--- config.mk ---
export PLATFORM = sky130hd
export DESIGN_NAME = fifo_wptr_ctrl
export DESIGN_NICKNAME = d
export VERILOG_FILES = /design/src/rtl/fifo_wptr_ctrl.sv
export SDC_FILE = /design/constraint.sdc
export NUM_CORES = 1
export LEC_CHECK = 0
export CORE_ASPECT_RATIO = 1.5
export CORE_MARGIN = 3
export CORE_UTILIZATION = 25
export CTS_BUF_LIST = sky130_fd_sc_hd__clkbuf_16
export DETAILED_ROUTE_END_ITERATION = 16
export HOLD_SLACK_MARGIN = 0.02
export PLACE_DENSITY_LB_ADDON = 0.15
export SETUP_SLACK_MARGIN = 0.02
export SLEW_MARGIN = 20
export SYNTH_ARGS = -nofsm -noshare
export SYNTH_HDL_FRONTEND = slang
export SYNTH_SLANG_ARGS = --single-unit
--- constraint.sdc ---
create_clock -name clk -period 3.2 [get_ports clk]
set_input_delay 0.96 -clock clk [delete_from_list [all_inputs] [get_ports clk]]
set_output_delay 0.96 -clock clk [all_outputs]
set_load 0.02 [all_outputs]
--- src/rtl/fifo_wptr_ctrl.sv ---
// Write-side pointer controller for a dual-clock FIFO (write clock domain).
// Keeps the binary and Gray write pointers, brings the Gray read pointer
// across with a two-flop synchroniser, and derives full, almost_full, the
// fill level and the overflow pulse from the synchronised read pointer.
module fifo_wptr_ctrl #(
  parameter int AW    = 4,
  parameter int AF_TH = 12
) (
  input  logic          clk,
  input  logic          rst,
  input  logic          wr_en,
  input  logic [AW:0]   rptr_gray,
  output logic [AW-1:0] waddr,
  output logic          wram_we,
  output logic [AW:0]   wptr_gray,
  output logic          full,
  output logic          almost_full,
  output logic [AW:0]   wlevel,
  output logic          overflow
);

  localparam logic [AW:0] AF_TH_W = (AW+1)'(AF_TH);

  logic [AW:0] wbin_q, wbin_d;
  logic [AW:0] wgray_q, wgray_d;
  logic [AW:0] rq1_q, rq2_q;
  logic [AW:0] rbin;
  logic [AW:0] level_d;
  logic        full_q, full_d;
  logic        af_q, af_d;
  logic [AW:0] level_q;
  logic        ovf_q, ovf_d;
  logic        accept;

  // Gray-to-binary of the synchronised read pointer: each binary bit is the
  // XOR of all Gray bits at and above it.
  for (genvar gi = 0; gi <= AW; gi++) begin : g_rbin
    assign rbin[gi] = ^(rq2_q >> gi);
  end

  // Next-state computation for pointers and status, all from registered state.
  always_comb begin
    accept   = wr_en & ~full_q;
    wbin_d   = wbin_q + {{AW{1'b0}}, accept};
    wgray_d  = wbin_d ^ (wbin_d >> 1);
    level_d  = wbin_d - rbin;
    // Full when the next write pointer sits exactly one lap ahead of the
    // synchronised read pointer: top two Gray bits inverted, rest equal.
    full_d   = (wgray_d == {~rq2_q[AW], ~rq2_q[AW-1], rq2_q[AW-2:0]});
    af_d     = (level_d >= AF_TH_W);
    ovf_d    = wr_en & full_q;
  end

  // Pointer, synchroniser and status registers; reset overrides everything.
  always_ff @(posedge clk) begin
    if (rst) begin
      wbin_q  <= '0;
      wgray_q <= '0;
      rq1_q   <= '0;
      rq2_q   <= '0;
      full_q  <= 1'b0;
      af_q    <= 1'b0;
      level_q <= '0;
      ovf_q   <= 1'b0;
    end else begin
      wbin_q  <= wbin_d;
      wgray_q <= wgray_d;
      rq1_q   <= rptr_gray;
      rq2_q   <= rq1_q;
      full_q  <= full_d;
      af_q    <= af_d;
      level_q <= level_d;
      ovf_q   <= ovf_d;
    end
  end

  assign waddr       = wbin_q[AW-1:0];
  assign wram_we     = accept;
  assign wptr_gray   = wgray_q;
  assign full        = full_q;
  assign almost_full = af_q;
  assign wlevel      = level_q;
  assign overflow    = ovf_q;

endmodule

==> flow_metrics.tcl <==
set metrics [dict create \
    drt-initial-drc-count 11 \
    synth_cell_types 27 \
    portBuffers 25 \
    die_height_um 88.8 \
    yosys.area.top_type "dfxtp_1" \
    place.gp.congestion 0.810 \
    cts_tree "built" \
    synth-seq-cells 27 \
    yosysWarnings 0 \
    cts_made_buffers 3 \
    outcome "completed" \
    clk_pin_slew_ps 70 \
    finalCriticalPeriod_ps 3110 \
    syn_area_um2 1140 \
    critPathKind "in -> reg" \
    viasPerCell 4.43 \
    antenna_found_initial 0 \
    crit_top_cell "ha_4" \
    crit_path_start_kind "input pin" \
    dieArea_um2 5440 \
    fmax_mhz 322 \
    skew_ps 3.46 \
    maxSlewViolCount 0 \
    ios 26 \
    grt_overflow 0 \
    start_util 0.265 \
    maxCapViolations 0 \
    peakVddDrop_uv 190 \
    drive_gt1_frac 0.197 \
    placed_area_um2 1550 \
    reg2reg_slack_ps 450 \
    grt_max_degree 19 \
    postSynthNetCount 129 \
    synth_top_family_by_area "simple AND/OR/NAND/NOR gates" \
    clock_path_buffers 2 \
    synth-xor-area-share 0.158 \
    synthTopCellsByArea "dfxtp_1 47%, nor2b_1 9.3%, ha_1 6.6%" \
    grt_pass1_vias 930 \
    path_buf_inv 2 \
    crit_required_ps 3340 \
    yosys.area.top_type_share 0.473 \
    n_antenna_cell 0 \
    final_area_um2 1710 \
    syn_area_per_cell_um2 9.94 \
    cts_hold_buf 0 \
    clkSinkCount 27 \
    power_leakage_nw 0.678 \
    powerDensity_nw_per_um2 536 \
    synth-adder-area-share 0.0656 \
    core_um2 4320 \
    hold_path_class "reg -> reg" \
    row_count 29 \
    crit_family "buffers and inverters" \
    setup_viol 0 \
    ant_nets 0 \
    drtPass1Iterations 3 \
    rsz0062_at_grt "true" \
    path_cells "clkdlybuf4s50_1 -> nor2b_4 -> ha_4 -> ha_4 -> xor2_4 -> ha_4 -> buf_4 -> and3_1 -> a221oi_2 -> xor2_1 -> o22ai_1" \
    timing.rr.start "rq2_q[4]" \
    slowest_delay_ps 480 \
    synth-simple-area-share 0.211 \
    drcViolationCount 0 \
    hold_viol 0 \
    synthCells 115 \
    grt_pass1_wl_um 3940 \
    vias 877 \
    crit_fanout 4 \
    tns_ps 0 \
    power_w 0.000916 \
    r2r-end "almost_full" \
    slew_headroom 0.522 \
    arrival_ps 3250 \
    clk_latency_ps 260 \
    layout.nets 167 \
    ff2ff_path_depth 11 \
    worst_pin_slew_ps 712 \
    critPathSlowestCell "clkdlybuf4s50_1" \
    setup.worst_path.end_class "register" \
    critPathLaunch "wr_en" \
    cp.depth 11 \
    grt_use_total 0.100 \
    post_drt_wl_per_cell_um 11.9 \
    dieWidth_um 61.2 \
    crit_end "almost_full" \
    mostFrequentLayoutCell "dfxtp_1" \
    synth_compound_area_frac 0.0547 \
    yosysSeqAreaShare 0.473 \
    htreeDepth 1 \
    dpl.cell_count 193 \
    root_buffer "clkbuf_16" \
    muxShareOfSynthArea 0.00875 \
    final_cells 198 \
    wl_um 2350 \
    fin_crit_sh 0.970 \
    layout_common_cells "27 x dfxtp_1, 24 x clkdlybuf4s50_1, 16 x nor2b_1" \
    syn2layout_area_growth_pct 49.5 \
]
==> power breakdown <==
group          internal [W]  switching, W  leakage [nW]
clock              0.000169      0.000114        0.0409
sequential         0.000367     0.0000114         0.222
combinational      0.000131      0.000124         0.415
==> metrics by stage <==
step,setup slack (ps),hold slack [ps],utilization
global placement,-274,417,0.358
floorplan,61.9,414,-
detailed placement,-371,423,0.358
global route,-42.1,457,0.396
finish,94.8,440,0.396
CTS,15.8,439,0.390
==> area by class of cell <==
cell class	count	area (um2)
Tap cell	46	57.6
Inverter	5	18.8
Sequential cell	27	541
Timing Repair Buffer	37	343
Multi-Input combinational cell	79	669
Fill cell	436	2610
Clock buffer	3	75.1
Clock inverter	1	5.00
==> state kept, by name, indices dropped and copies added, names as in the netlist <==
| register | cells |
|---|---|
| full | 1 |
| overflow | 1 |
| rq2_q | 5 |
| almost_full | 1 |
| wbin_q | 5 |
| wlevel | 5 |
| wptr_gray | 4 |
| rq1_q | 5 |
==> cells in the mapped netlist, drive strengths merged <==
| cell | n |
|---|---|
| nor4bb | 1 |
| dfxtp | 27 |
| nor2b | 17 |
| a2111oi | 1 |
| nor2 | 15 |
| o22ai | 1 |
| inv | 5 |
| mux2i | 1 |
| nand2 | 4 |
| nand3 | 3 |
| or3 | 1 |
| nor3 | 1 |
| xnor2 | 9 |
| ha | 6 |
| buf | 1 |
| a311oi | 1 |
| and2 | 1 |
| and3 | 1 |
| o21ai | 1 |
| clkbuf | 3 |
| nor4b | 1 |
| nand2b | 1 |
| xor2 | 9 |
| a221oi | 2 |
| a21oi | 2 |
==> cells by family (layout without fill, tap and decap cells) <==
family	count (synthesis)	count (layout)
fa+ha+maj	6	6
flops	27	27
xor+xnor	18	18
buf+inv	9	46
mux	1	1
compound gates	8	8
simple gates	46	46
==> worst min-delay path by stage <==
stage / startpoint / end / depth (start not counted)
floorplan: rq1_q[0] / rq2_q[0] / 1
global placement: rq1_q[2] / rq2_q[2] / 1
detailed placement: rq1_q[0] / rq2_q[0] / 1
CTS: rq1_q[0] / rq2_q[0] / 1
global route: rq1_q[0] / rq2_q[0] / 1
finish: rq1_q[1] / rq2_q[1] / 1
==> what timing repair did <==
action	CTS	global route
setup buffers	1	0
pin swaps	5	2
gates cloned	0	0
endpoints found under the setup margin	3	4
gates resized for setup	8	4
==> per-layer routing <==
layer  routed length (um)  track usage
met2                 1280        0.180
met4                   78       0.0730
met5                    0            0
met3                   96       0.0277
met1                  899       0.0914
Power figures use the tool's default switching activity.
